$ cat config.mk
export PLATFORM = sky130hd
export DESIGN_NAME = uart_tx_scheduler
export DESIGN_NICKNAME = d
export VERILOG_FILES = /design/src/rtl/uart_tx_scheduler.sv
export SDC_FILE = /design/constraint.sdc
export NUM_CORES = 1
export LEC_CHECK = 0
export BUFFER_PORTS_ARGS = -buffer_cell sky130_fd_sc_hd__buf_2
export CAP_MARGIN = 20
export CORE_UTILIZATION = 54
export DETAILED_ROUTE_END_ITERATION = 7
export PLACE_DENSITY = 0.79
export SETUP_SLACK_MARGIN = 0.2
export SYNTH_ARGS = -nofsm -noshare
export SYNTH_HDL_FRONTEND = slang
export SYNTH_SLANG_ARGS = --single-unit
$ cat constraint.sdc
create_clock -name clk25 -period 2.33 [get_ports clk25]
set_input_delay 0.3495 -clock clk25 [delete_from_list [all_inputs] [get_ports clk25]]
set_output_delay 0.3495 -clock clk25 [all_outputs]
set_load 0.03 [all_outputs]
$ cat src/rtl/uart_tx_scheduler.sv
// uart_tx_scheduler
//   Sequences the UART transmit path. A frame is HDR, then four bytes per
//   signed 21-bit result word (6-bit payload each), then TRL. A single-byte
//   status requester is served only between frames.
//
//   Optional feature: define TX_CHECKSUM_EN to insert a mod-64 checksum byte
//   of all data-byte payloads between the last word and TRL.
//
// Ports
//   clk25, reset          : clock (rising edge), async active-high reset
//   frame_start           : one-cycle frame request, sampled in IDLE only
//   base_addr, word_count : frame parameters, latched with frame_start
//   rd_en, rd_addr        : result memory read strobe / address
//   rd_data               : signed word, valid one cycle after rd_en
//   stat_req, stat_byte   : status byte request, last request wins
//   tx_start, tx_data     : byte strobe / byte to async_transmitter
//   tx_busy               : transmitter busy
//   busy, done, sat       : frame in progress, trailer issued, saturation seen
//   state_dbg             : current FSM state encoding
//
// Handshake: a byte is handed over on the cycle tx_start is high. tx_start is
// raised only when the FSM holds a byte, tx_busy is low and tx_start was low
// on the previous cycle; the byte state holds until that happens.
module uart_tx_scheduler #(
    parameter int         ADDR_W = 10,
    parameter logic [7:0] HDR    = 8'd255,
    parameter logic [7:0] TRL    = 8'd191
) (
    input  logic              clk25,
    input  logic              reset,
    input  logic              frame_start,
    input  logic [ADDR_W-1:0] base_addr,
    input  logic [ADDR_W-1:0] word_count,
    output logic              rd_en,
    output logic [ADDR_W-1:0] rd_addr,
    input  logic [20:0]       rd_data,
    input  logic              stat_req,
    input  logic [7:0]        stat_byte,
    output logic              tx_start,
    output logic [7:0]        tx_data,
    input  logic              tx_busy,
    output logic              busy,
    output logic              done,
    output logic              sat,
    output logic [2:0]        state_dbg
);

    typedef enum logic [2:0] {
        S_IDLE  = 3'd0,
        S_HDR   = 3'd1,
        S_FETCH = 3'd2,
        S_CAPT  = 3'd3,
        S_SEND  = 3'd4,
        S_TRL   = 3'd5,
        S_STAT  = 3'd6
`ifdef TX_CHECKSUM_EN
        , S_CSUM = 3'd7
`endif
    } state_t;

`ifdef TX_CHECKSUM_EN
    localparam state_t AFTER_DATA = S_CSUM;
`else
    localparam state_t AFTER_DATA = S_TRL;
`endif

    localparam logic [ADDR_W-1:0] ONE = {{(ADDR_W-1){1'b0}}, 1'b1};

    state_t            state, state_nx;
    logic [ADDR_W-1:0] addr_q, cnt_q;
    logic [1:0]        idx_q;
    logic [19:0]       mag_q;
    logic              sign_q, sat_q, pend_q, tx_start_q;
    logic [7:0]        stat_q;
    logic              byte_state;
    logic [7:0]        data_byte;
    logic [19:0]       neg_lo, mag_nx;
    logic              sat_nx;
`ifdef TX_CHECKSUM_EN
    logic [5:0]        sum_q;
`endif

    // Magnitude of a negative word: |v| < 2^20 except for the most negative
    // value, so the two's complement of the low 20 bits is exact.
    always_comb begin
        neg_lo = ~rd_data[19:0] + 20'd1;
        sat_nx = (rd_data == 21'h100000);
        if (sat_nx)
            mag_nx = 20'hFFFFF;
        else if (rd_data[20])
            mag_nx = neg_lo;
        else
            mag_nx = rd_data[19:0];
    end

    // State register
    always_ff @(posedge clk25 or posedge reset) begin
        if (reset)
            state <= S_IDLE;
        else
            state <= state_nx;
    end

    // Next-state logic
    always_comb begin
        state_nx = state;
        case (state)
            S_IDLE: begin
                if (frame_start)
                    state_nx = S_HDR;
                else if (pend_q)
                    state_nx = S_STAT;
            end
            S_HDR:   if (tx_start) state_nx = (cnt_q != '0) ? S_FETCH : AFTER_DATA;
            S_FETCH: state_nx = S_CAPT;
            S_CAPT:  state_nx = S_SEND;
            S_SEND: begin
                if (tx_start && idx_q == 2'd3)
                    state_nx = (cnt_q != ONE) ? S_FETCH : AFTER_DATA;
            end
`ifdef TX_CHECKSUM_EN
            S_CSUM:  if (tx_start) state_nx = S_TRL;
`endif
            S_TRL:   if (tx_start) state_nx = S_IDLE;
            S_STAT:  if (tx_start) state_nx = S_IDLE;
            default: state_nx = S_IDLE;
        endcase
    end

    // Output logic
    always_comb begin
        byte_state = 1'b0;
        data_byte  = 8'd0;
        rd_en      = 1'b0;
        busy       = 1'b0;
        case (state)
            S_HDR: begin
                byte_state = 1'b1;
                data_byte  = HDR;
                busy       = 1'b1;
            end
            S_FETCH: begin
                rd_en = 1'b1;
                busy  = 1'b1;
            end
            S_CAPT: busy = 1'b1;
            S_SEND: begin
                byte_state = 1'b1;
                busy       = 1'b1;
                case (idx_q)
                    2'd0:    data_byte = {2'b00, mag_q[5:0]};
                    2'd1:    data_byte = {2'b00, mag_q[11:6]};
                    2'd2:    data_byte = {2'b00, mag_q[17:12]};
                    default: data_byte = {4'b0000, sign_q, 1'b0, mag_q[19:18]};
                endcase
            end
`ifdef TX_CHECKSUM_EN
            S_CSUM: begin
                byte_state = 1'b1;
                data_byte  = {2'b00, sum_q};
                busy       = 1'b1;
            end
`endif
            S_TRL: begin
                byte_state = 1'b1;
                data_byte  = TRL;
                busy       = 1'b1;
            end
            S_STAT: begin
                byte_state = 1'b1;
                data_byte  = stat_q;
            end
            default: ;
        endcase
        tx_start  = byte_state & ~tx_busy & ~tx_start_q;
        tx_data   = data_byte;
        done      = tx_start & (state == S_TRL);
        sat       = sat_q;
        rd_addr   = addr_q;
        state_dbg = state;
    end

    // Datapath registers
    always_ff @(posedge clk25 or posedge reset) begin
        if (reset) begin
            addr_q     <= '0;
            cnt_q      <= '0;
            idx_q      <= 2'd0;
            mag_q      <= 20'd0;
            sign_q     <= 1'b0;
            sat_q      <= 1'b0;
            pend_q     <= 1'b0;
            stat_q     <= 8'd0;
            tx_start_q <= 1'b0;
`ifdef TX_CHECKSUM_EN
            sum_q      <= 6'd0;
`endif
        end else begin
            tx_start_q <= tx_start;
            if (state == S_IDLE && frame_start) begin
                addr_q <= base_addr;
                cnt_q  <= word_count;
                sat_q  <= 1'b0;
                idx_q  <= 2'd0;
`ifdef TX_CHECKSUM_EN
                sum_q  <= 6'd0;
`endif
            end
            if (state == S_CAPT) begin
                mag_q  <= mag_nx;
                sign_q <= rd_data[20];
                if (sat_nx)
                    sat_q <= 1'b1;
            end
            if (state == S_SEND && tx_start) begin
                idx_q <= idx_q + 2'd1;
`ifdef TX_CHECKSUM_EN
                sum_q <= sum_q + data_byte[5:0];
`endif
                if (idx_q == 2'd3) begin
                    addr_q <= addr_q + ONE;
                    cnt_q  <= cnt_q - ONE;
                end
            end
            // A new request on the issue cycle keeps the pending flag set.
            if (stat_req) begin
                pend_q <= 1'b1;
                stat_q <= stat_byte;
            end else if (state == S_STAT && tx_start) begin
                pend_q <= 1'b0;
            end
        end
    end

endmodule

## Yosys cells after proc, flatten, opt, wreduce, memory -nomap -nowiden

Cells that the tools add are included.

| operators by class | value |
|---|---|
| $add $sub $neg | 4 |
| equality and inequality tests | 15 |
| muxes and demuxes | 28 |
| bitwise gates (word level) | 6 |
| reduce and logical (&&, ||, !) cells | 13 |

Operators by type and width:

| operator | number |
|---|---|
| $mux W10 | 6 |
| $mux W20 | 2 |
| $pmux W8 S4 | 1 |
| $eq A21 B21 Y1 const B | 1 |
| $mux W3 | 7 |
| $add A20 B1 Y20 const B | 1 |
| $not A20 Y20 | 1 |
| $pmux W3 S6 | 1 |
| $pmux W6 S3 | 1 |
| $add A10 B1 Y10 const B | 1 |
| $ne A10 B1 Y1 const B | 1 |
| $reduce_bool A10 Y1 | 1 |
| $sub A10 B1 Y10 const B | 1 |
| $eq A3 B3 Y1 const B | 3 |
| $mux W1 | 8 |
| $eq A3 B2 Y1 const B | 2 |
| $reduce_or A5 Y1 | 1 |
| $eq A2 B2 Y1 const B | 2 |
| $logic_and A1 B1 Y1 | 4 |
| $mux W2 | 2 |
| $ne A2 B2 Y1 const B | 2 |
| $reduce_and A4 Y1 | 1 |
| $reduce_bool A2 Y1 | 2 |
| $reduce_or A4 Y1 | 1 |
| other kinds (10) | 13 |

| storage, ports and cells | value |
|---|---|
| register bits after elaboration | 57 |
| bits of input ports | 54 |
| output and inout port bits | 26 |

## Logic depth before layout (Yosys ltp)

Gate-level depths: netlist of the first run.

| depth | value |
|---|---|
| depth in word-level cells | 8 |
| gate-level depth with buffers | 8 |

## Worst setup path after synthesis of the first run

Ideal clock, no wire load.

| timing | value |
|---|---|
| kind | register to output |
| from | reg state[2], in the netlist state_dbg[2] |
| to | out tx_data[0] |
| arrival | 2.076 ns |
| setup slack | -0.096 ns |
| cell stages (with the launch flop) | 6 |
| path buffers | 3 |
| path through | dfrtp_1 -> clkbuf_1 -> clkbuf_1 -> clkbuf_1 -> a21oi_1 -> o21ai_0 |

| between the ends | value |
|---|---|
| cells in the longest elaborated chain, start to end | 2 |
| elaborated cells on any way between the ends | 5 |
| those cells by class | eq/ne (4); mux (1) |

RTL lines:

| what | RTL line | text |
|---|---|---|
| start: declaration | 69 | `state_t state, state_nx;` |
| start signal: assignment | 101 | `state <= state_nx;` |
| $eq A3 B3 Y1 or $eq A3 B1 Y1 (tied branches) | 136 | `case (state)` |
| $pmux W8 S4 * | 136 |  |
| end: declaration | 40 | `output logic [7:0] tx_data,` |

Every way passes the cells marked *; elsewhere a longest branch is shown, timed or not.

## Worst setup path in the final report of the first run

| timing | value |
|---|---|
| from | reg idx_q[0] |
| to | out tx_data[1] |

| between the ends | value |
|---|---|
| cells in the longest elaborated chain, start to end | 3 |
| elaborated cells on any way between the ends | 5 |
| those cells by class | eq/ne (2); mux (2); reduce/logical (1) |

RTL lines:

| what | RTL line | text |
|---|---|---|
| start: declaration | 71 | `logic [1:0] idx_q;` |
| start signal: assignment | 216 | `idx_q <= idx_q + 2'd1;` |
| $eq A2 B2 Y1 (tied with other cells) | 150 | `case (idx_q)` |
| $pmux W6 S3 * | 150 |  |
| $pmux W8 S4 * | 136 |  |

Marked as above.

==> results.json, run 1 <==
{
  "initial_core_util_pct": 57.1,
  "ys_seq_elements": 57,
  "ys.flop_type": "dfrtp_1",
  "netlist_area_mm2": 0.00346,
  "skew_ns": 0.00875,
  "worstSetupEndpointType": "output port",
  "ys_types": 55,
  "place_congestion": 0.903,
  "min-delay-path-class": "primary input to asynchronous set/reset pin",
  "vias_per_cell": 5.91,
  "cts_buffers": 9,
  "fmax_ghz": 0.444,
  "synth_compound_area_share_pct": 21.9,
  "fp.coreArea_mm2": 0.00606,
  "antenna_left": 0,
  "worstMarginPinSlew_ns": 0.766,
  "drive_above_1_share_pct": 28.1,
  "grt_pass1_wl_um": 14100,
  "async_flop_share_pct": 100,
  "dieArea_mm2": 0.00674,
  "final.setup.tns_ns": 0,
  "dr.pass1.iters": 7,
  "critPathKind": "register to output port",
  "synthAdderAreaFrac_pct": 3.25,
  "cts_tree": "built",
  "required_ns": 1.98,
  "timing.slew.headroom_pct": 48.8,
  "h-tree-depth": 3,
  "syn_inst": 408,
  "io_pins": 80,
  "crit_chain": "buf_4 > ha_4 > a222oi_1 > o21ai_1 > a21oi_1 > o21ai_2 > buf_6",
  "dieHeight_um": 82.1,
  "finalSetupViolCount": 0,
  "synth-edff-count": 0,
  "routed-via-count": 3387,
  "io_buffers": 79,
  "avgSynthCellArea_um2": 8.49,
  "cp_max_fo": 6,
  "dpl.hpwl_um": 6170,
  "overflow": 0,
  "cts-root-buf": "clkbuf_8",
  "synth-seq-area-share_pct": 41.2,
  "layout_min_cycle_time_ns": 2.25,
  "clk_latency_ns": 0.33,
  "grt_max_degree": 58,
  "drtIter0Drc": 187,
  "synth_mux_area_share_pct": 3.18,
  "grt_pass1_vias": 3070,
  "fin_nets": 557,
  "clk_pin_slew_ns": 0.07,
  "critPathMaxStageDelay_ns": 0.42,
  "totalPowerFinal_uw": 5620,
  "crit_arrival_ns": 1.90,
  "area_delta_synth_final_pct": 25.1,
  "antenna_found_initial": 0,
  "synth_simple_gate_area_share_pct": 22.6,
  "slowest_stage": "dfrtp_1",
  "grtUsageTotal_pct": 27.9,
  "clockBufferDepth": 2,
  "routed_wl_um": 8770,
  "die_width_um": 82.1,
  "leakage_uw": 0.00186,
  "post_dp_cell_area_mm2": 0.00398,
  "drcViolationCount": 0,
  "wl_per_cell_um": 15.3,
  "cp-start-kind": "register",
  "cts_hold_buf": 0,
  "insertedDiodeCount": 0,
  "yosysWarnings": 0,
  "outcome": "finished clean",
  "pwr_density_cell_mw_per_mm2": 1300,
  "fin_area_mm2": 0.00433,
  "hold_viol": 0,
  "finalCritPeriodShare_pct": 96.8,
  "synth_top_family_by_area": "simple AND/OR/NAND/NOR gates",
  "peakVddDrop_uv": 865,
  "synth_xor_area_share_pct": 3.79,
  "slew_violations": 0,
  "num_rows": 28,
  "cap_viol_max_count": 0,
  "rsz0062_at_grt": "yes",
  "cts.sinks": 57,
  "synth_nets": 471,
  "postLayoutCoreUtil_pct": 71.5
}
final timing paths:
path                               from           end  slack (ns)  cells after the start
hold / removal                    reset    rd_addr[1]        0.21                      3
setup / recovery               idx_q[0]    tx_data[1]        0.08                      7
max in group asynchronous         reset      idx_q[1]        1.61                      3
setup reg to reg           state_dbg[2]  state_dbg[2]        0.40                      7
hold reg to reg                     sat           sat        0.49                      2
min in group clk25         base_addr[0]    rd_addr[0]        0.21                      3
power by group:
group	leakage (uW)	total (uW)	internal, uW	switching [uW]
Clock	0.000116	1070	685	384
Sequential	0.000647	1800	1410	390
Combinational	0.00110	2760	1070	1680
Yosys cell counts (2+ instances only):
master / n / share of area, %
and4_1: 3 / 0.76
a222oi_1: 6 / 1.7
ha_1: 9 / 3.3
inv_1: 14 / 1.5
dfrtp_1: 57 / 41
o31ai_1: 5 / 1.1
nor2_1: 54 / 5.9
o22ai_1: 5 / 0.90
or4_1: 3 / 0.65
a31oi_1: 7 / 1.3
a21oi_1: 38 / 5.5
clkbuf_1: 15 / 1.6
a211oi_1: 7 / 1.5
nand3b_1: 3 / 0.65
or2_2: 3 / 0.54
nand2b_1: 5 / 0.90
and2_1: 2 / 0.36
mux2_2: 8 / 2.6
nor4_1: 4 / 0.72
or4_4: 2 / 0.65
or3_1: 4 / 0.72
nor3_1: 12 / 1.7
o41ai_1: 2 / 0.51
mux2i_1: 2 / 0.58
o21ai_0: 29 / 4.2
xor2_1: 14 / 3.5
nor2b_1: 2 / 0.36
nand2_1: 50 / 5.4
buf_2: 3 / 0.43
buf_1: 2 / 0.22
nand3_1: 8 / 1.2
a311oi_1: 7 / 1.8
flip-flops by register name, summed over array words and instances (netlist names):
| signal | count |
|---|---|
| mag_q | 20 |
| cnt_q | 10 |
| rd_addr | 10 |
| stat_q | 8 |
| state_dbg | 3 |
| idx_q | 2 |
| pend_q | 1 |
| sat | 1 |
| sign_q | 1 |
| tx_start_q | 1 |
critical path: cells and delay by family, from the launching register on:
| family | cells | cell delay [ns] |
|---|---|---|
| AO/OA/AOI/OAI | 4 | 0.68 |
| flip-flops | 1 | 0.42 |
| buffers and inverters | 2 | 0.30 |
| adder cells (fa/ha/maj) | 1 | 0.17 |
what timing repair did:
item / 4_1_cts / 5_1_grt
resized for setup: 20 / 10
endpoints found under the setup margin: 7 / 12
setup buffers: 3 / 0
pin swaps: 10 / 9
placed cells by master (no fill, tap or decap), types with 3 or more instances in the layout:
| cell | count |
|---|---|
| ha_1 | 5 |
| a311oi_1 | 7 |
| o22ai_1 | 5 |
| buf_2 | 71 |
| a211oi_1 | 7 |
| nor3_1 | 12 |
| or4_1 | 3 |
| dfrtp_1 | 56 |
| o21ai_1 | 9 |
| xor2_1 | 14 |
| inv_2 | 3 |
| inv_1 | 11 |
| a21oi_1 | 38 |
| or3_1 | 4 |
| nor2_1 | 53 |
| mux2_2 | 8 |
| and4_1 | 3 |
| nand3b_1 | 3 |
| a31oi_1 | 7 |
| o31ai_1 | 5 |
| nand3_1 | 8 |
| nand2b_1 | 3 |
| buf_4 | 20 |
| buf_6 | 3 |
| a222oi_1 | 6 |
| o21ai_0 | 19 |
| clkbuf_8 | 12 |
| nand2_1 | 50 |
| nor4_1 | 4 |
| ha_4 | 3 |
per-stage QoR:
step	cells	setup WS [ns]	hold WS, ns
after floorplan	408	0.121	0.440
final	573	0.0756	0.210
after CTS	573	0.111	0.205
after global routing	573	-0.0145	0.209
after global placement	555	0.156	0.473
after detailed placement	555	0.0713	0.471
layout make-up:
class | instances | area (um2)
Inverter | 14 | 52.6
Sequential cell | 57 | 1430
Clock buffer | 13 | 169
Multi-Input combinational cell | 316 | 1970
Clock inverter | 2 | 60.1
Timing Repair Buffer | 96 | 554
Tap cell | 75 | 93.8
Fill cell | 480 | 1730
layer usage:
layer | vias to the layer above | track usage (%) | wire length, um | share of wire, %
met3 | 13 | 6.44 | 472 | 5.4
met2 | 115 | 42.6 | 4130 | 47
li1 | 1652 | - | - | -
met5 | - | 0 | 0 | 0
met1 | 1607 | 38.4 | 4010 | 46
met4 | 0 | 10.0 | 151 | 1.7
kinds of logic after synthesis:
kind of cell	count (synthesis)
mux	10
xor+xnor	15
buf+inv	35
flops	57
fa+ha+maj	9
simple gates	163
compound gates	119
(Power assumes the default switching activity.)
==> run 2, diff against run 1 <==
Settings changed: ABC_AREA set to 1, CORE_UTILIZATION 54 to 42, PLACE_DENSITY 0.79 to 0.62.
==> results.json, run 2 <==
{
  "dr_wl_met2_um": 4460,
  "cap_viol_max_count": 0,
  "pwr_density_cell_mw_per_mm2": 1170,
  "synth_common_cells": "nand2_1, nor2_1, dfrtp_1",
  "largest-register": "mag_q",
  "layout_commonest_cell": "nand2_1",
  "grtUsageTotal_pct": 20.7,
  "overflow": 0,
  "timing.slew.headroom_pct": 44.3,
  "dieHeight_um": 96.4,
  "crit_family": "flip-flops",
  "totalPowerFinal_uw": 5270,
  "synth-seq-area-share_pct": 38.1,
  "ys.flop_type": "dfrtp_1",
  "synth_area_leaders": "dfrtp_1, nand2_1, nor2_1",
  "synth_most_common_cell": "nand2_1",
  "grt_pass1_vias": 3227,
  "drtIter0Drc": 133,
  "clk_latency_ns": 0.34,
  "cts-root-buf": "clkbuf_8",
  "rsz0062_at_grt": "yes",
  "peakVddDrop_uv": 288,
  "final.setup.tns_ns": 0,
  "fin_nets": 670,
  "cts_tree": "built",
  "cp_max_fo": 5,
  "cts_hold_buf": 0,
  "fp.coreArea_mm2": 0.00868,
  "io_buffers": 79,
  "antenna_found_initial": 0,
  "worstSetupEndpointType": "output port",
  "cp_num_buf_inv": 2,
  "fmax_ghz": 0.477,
  "routed_wl_um": 9360,
  "critPathKind": "register to output port",
  "num_rows": 34,
  "required_ns": 1.98,
  "netlist_area_mm2": 0.00374,
  "dieArea_mm2": 0.00929,
  "outcome": "finished clean",
  "drive_above_1_share_pct": 26.0,
  "grt_pass1_wl_um": 14800,
  "worstMarginPinSlew_ns": 0.834,
  "die_width_um": 96.4,
  "antenna_left": 0,
  "layout_min_cycle_time_ns": 2.10,
  "crit-reg2reg-launch": "state_dbg[2]",
  "crit_arrival_ns": 1.75,
  "cpMostUsedCell": "nand3_1",
  "async_flop_share_pct": 100,
  "min-delay-path-class": "primary input to asynchronous set/reset pin",
  "met1_length_um": 4370,
  "insertedDiodeCount": 0,
  "h-tree-depth": 3,
  "slowest_stage": "dfrtp_2",
  "synth_nets": 579,
  "finalCritPeriodShare_pct": 90.0,
  "skew_ns": 0.00951,
  "ys_types": 42,
  "avgSynthCellArea_um2": 7.25,
  "hold_viol": 0,
  "final_cell_mix": "nand2_1, buf_2, nor2_1",
  "largest_reg_flops": 20,
  "cts_buffers": 9,
  "io_pins": 80,
  "finalSetupViolCount": 0,
  "critPathMaxStageDelay_ns": 0.45,
  "dr_wl_met3_um": 378,
  "crit_chain": "buf_4 > ha_2 > a21oi_2 > nand3_1 > o211ai_1 > nand3_1 > buf_6",
  "synth-edff-count": 0,
  "dr.pass1.iters": 5,
  "crit_path_start": "idx_q[0]",
  "area_delta_synth_final_pct": 20.5,
  "dpl.hpwl_um": 6770,
  "leakage_uw": 0.00224,
  "initial_core_util_pct": 43.1,
  "drcViolationCount": 0,
  "cts.sinks": 57,
  "cp-start-kind": "register",
  "wl_per_cell_um": 13.0,
  "synth.largest_area_cell": "dfrtp_1",
  "ys_seq_elements": 57,
  "synth.top_cell.area_share_pct": 38.1,
  "grt_max_degree": 58,
  "syn_inst": 516,
  "nFillCells": 908,
  "vias_per_cell": 5.03,
  "place_congestion": 0.842,
  "routed-via-count": 3618,
  "slew_violations": 0,
  "clockBufferDepth": 2,
  "clk_pin_slew_ns": 0.06,
  "top_layer": "met4",
  "yosysWarnings": 0
}
[run 2: changes by cell type after synthesis, moves of 6 or more]
cell,delta
inv_1,+33
nand3_1,+28
buf_6,+6
nand2_1,+87
a311oi_1,-7
a222oi_1,-6
clkbuf_1,-13
xnor2_1,+6
nor3_1,-9
nor2_2,+8
o211ai_1,+6
a21oi_1,-12
mux2_2,-8
nor2_1,+12
[run 2: report_power, final]
| part | leakage (uW) | internal (uW) | switching, uW |
|---|---|---|---|
| sequential | 0.000661 | 1400 | 375 |
| combinational | 0.00149 | 1020 | 1660 |
| clock | 0.0000887 | 401 | 395 |
| total | 0.00224 | 2830 | 2440 |
[run 2: logic make-up after synthesis]
kind of cell / synth area share, %
buffers and inverters: 8.83
AND/OR/NAND/NOR: 32.0
XOR/XNOR: 3.98
flip-flops: 38.1
adder cells (fa/ha/maj): 3.01
AO/OA/AOI/OAI: 14.0
[run 2: final timing paths]
| path | endpoint | slack, ns | depth (start not counted) |
|---|---|---|---|
| max in group asynchronous | state_dbg[1] | 1.98 | 3 |
| min in group clk25 | stat_q[3] | 0.21 | 3 |
| hold reg to reg | stat_q[2] | 0.48 | 2 |
| setup reg to reg | mag_q[13] | 0.40 | 7 |
| setup / recovery | tx_data[3] | 0.23 | 7 |
| hold / removal | rd_addr[1] | 0.06 | 3 |
[run 2: timing repair]
action | 4_1_cts | 5_1_grt
setup endpoints to repair | 8 | 6
buffers inserted | 0 | 12
pin swaps | 0 | 3
endpoints found under the hold margin | 0 | 0
gates resized for setup | 8 | 19
[run 2: tightest hold or removal path: stages]
cell	delay, ns
buf_2	0.10
inv_2	0.06
buf_12	0.27
[run 2: per-layer routing]
metal	up-vias	global-route usage (%)
met1	1676	27.2
met3	15	2.58
met4	0	7.72
met5	-	0
li1	1848	-
met2	79	35.0
[run 2: layout make-up]
| class | instances | area (um2) | area share [%] |
|---|---|---|---|
| Timing Repair Buffer | 96 | 547 | 12.1 |
| Inverter | 51 | 196 | 4.36 |
| Tap cell | 108 | 135 | 3.00 |
| Clock buffer | 11 | 141 | 3.14 |
| Multi-Input combinational cell | 392 | 2040 | 45.2 |
| Clock inverter | 4 | 20.0 | 0.444 |
| Sequential cell | 57 | 1430 | 31.7 |
[run 2: per-stage QoR]
stage                     setup WS [ns]  cells  hold WS, ns  utilization (%)  instance area (um2)
final                             0.233    719       0.0588             51.9                 4510
after global routing              0.127    719       0.0877             51.9                 4510
after CTS                         0.207    707       0.0687             50.4                 4370
after detailed placement          0.233    692        0.437             48.3                 4190
after global placement            0.317    692        0.433             48.3                 4190
after floorplan                   0.204    516        0.442                -                 3740
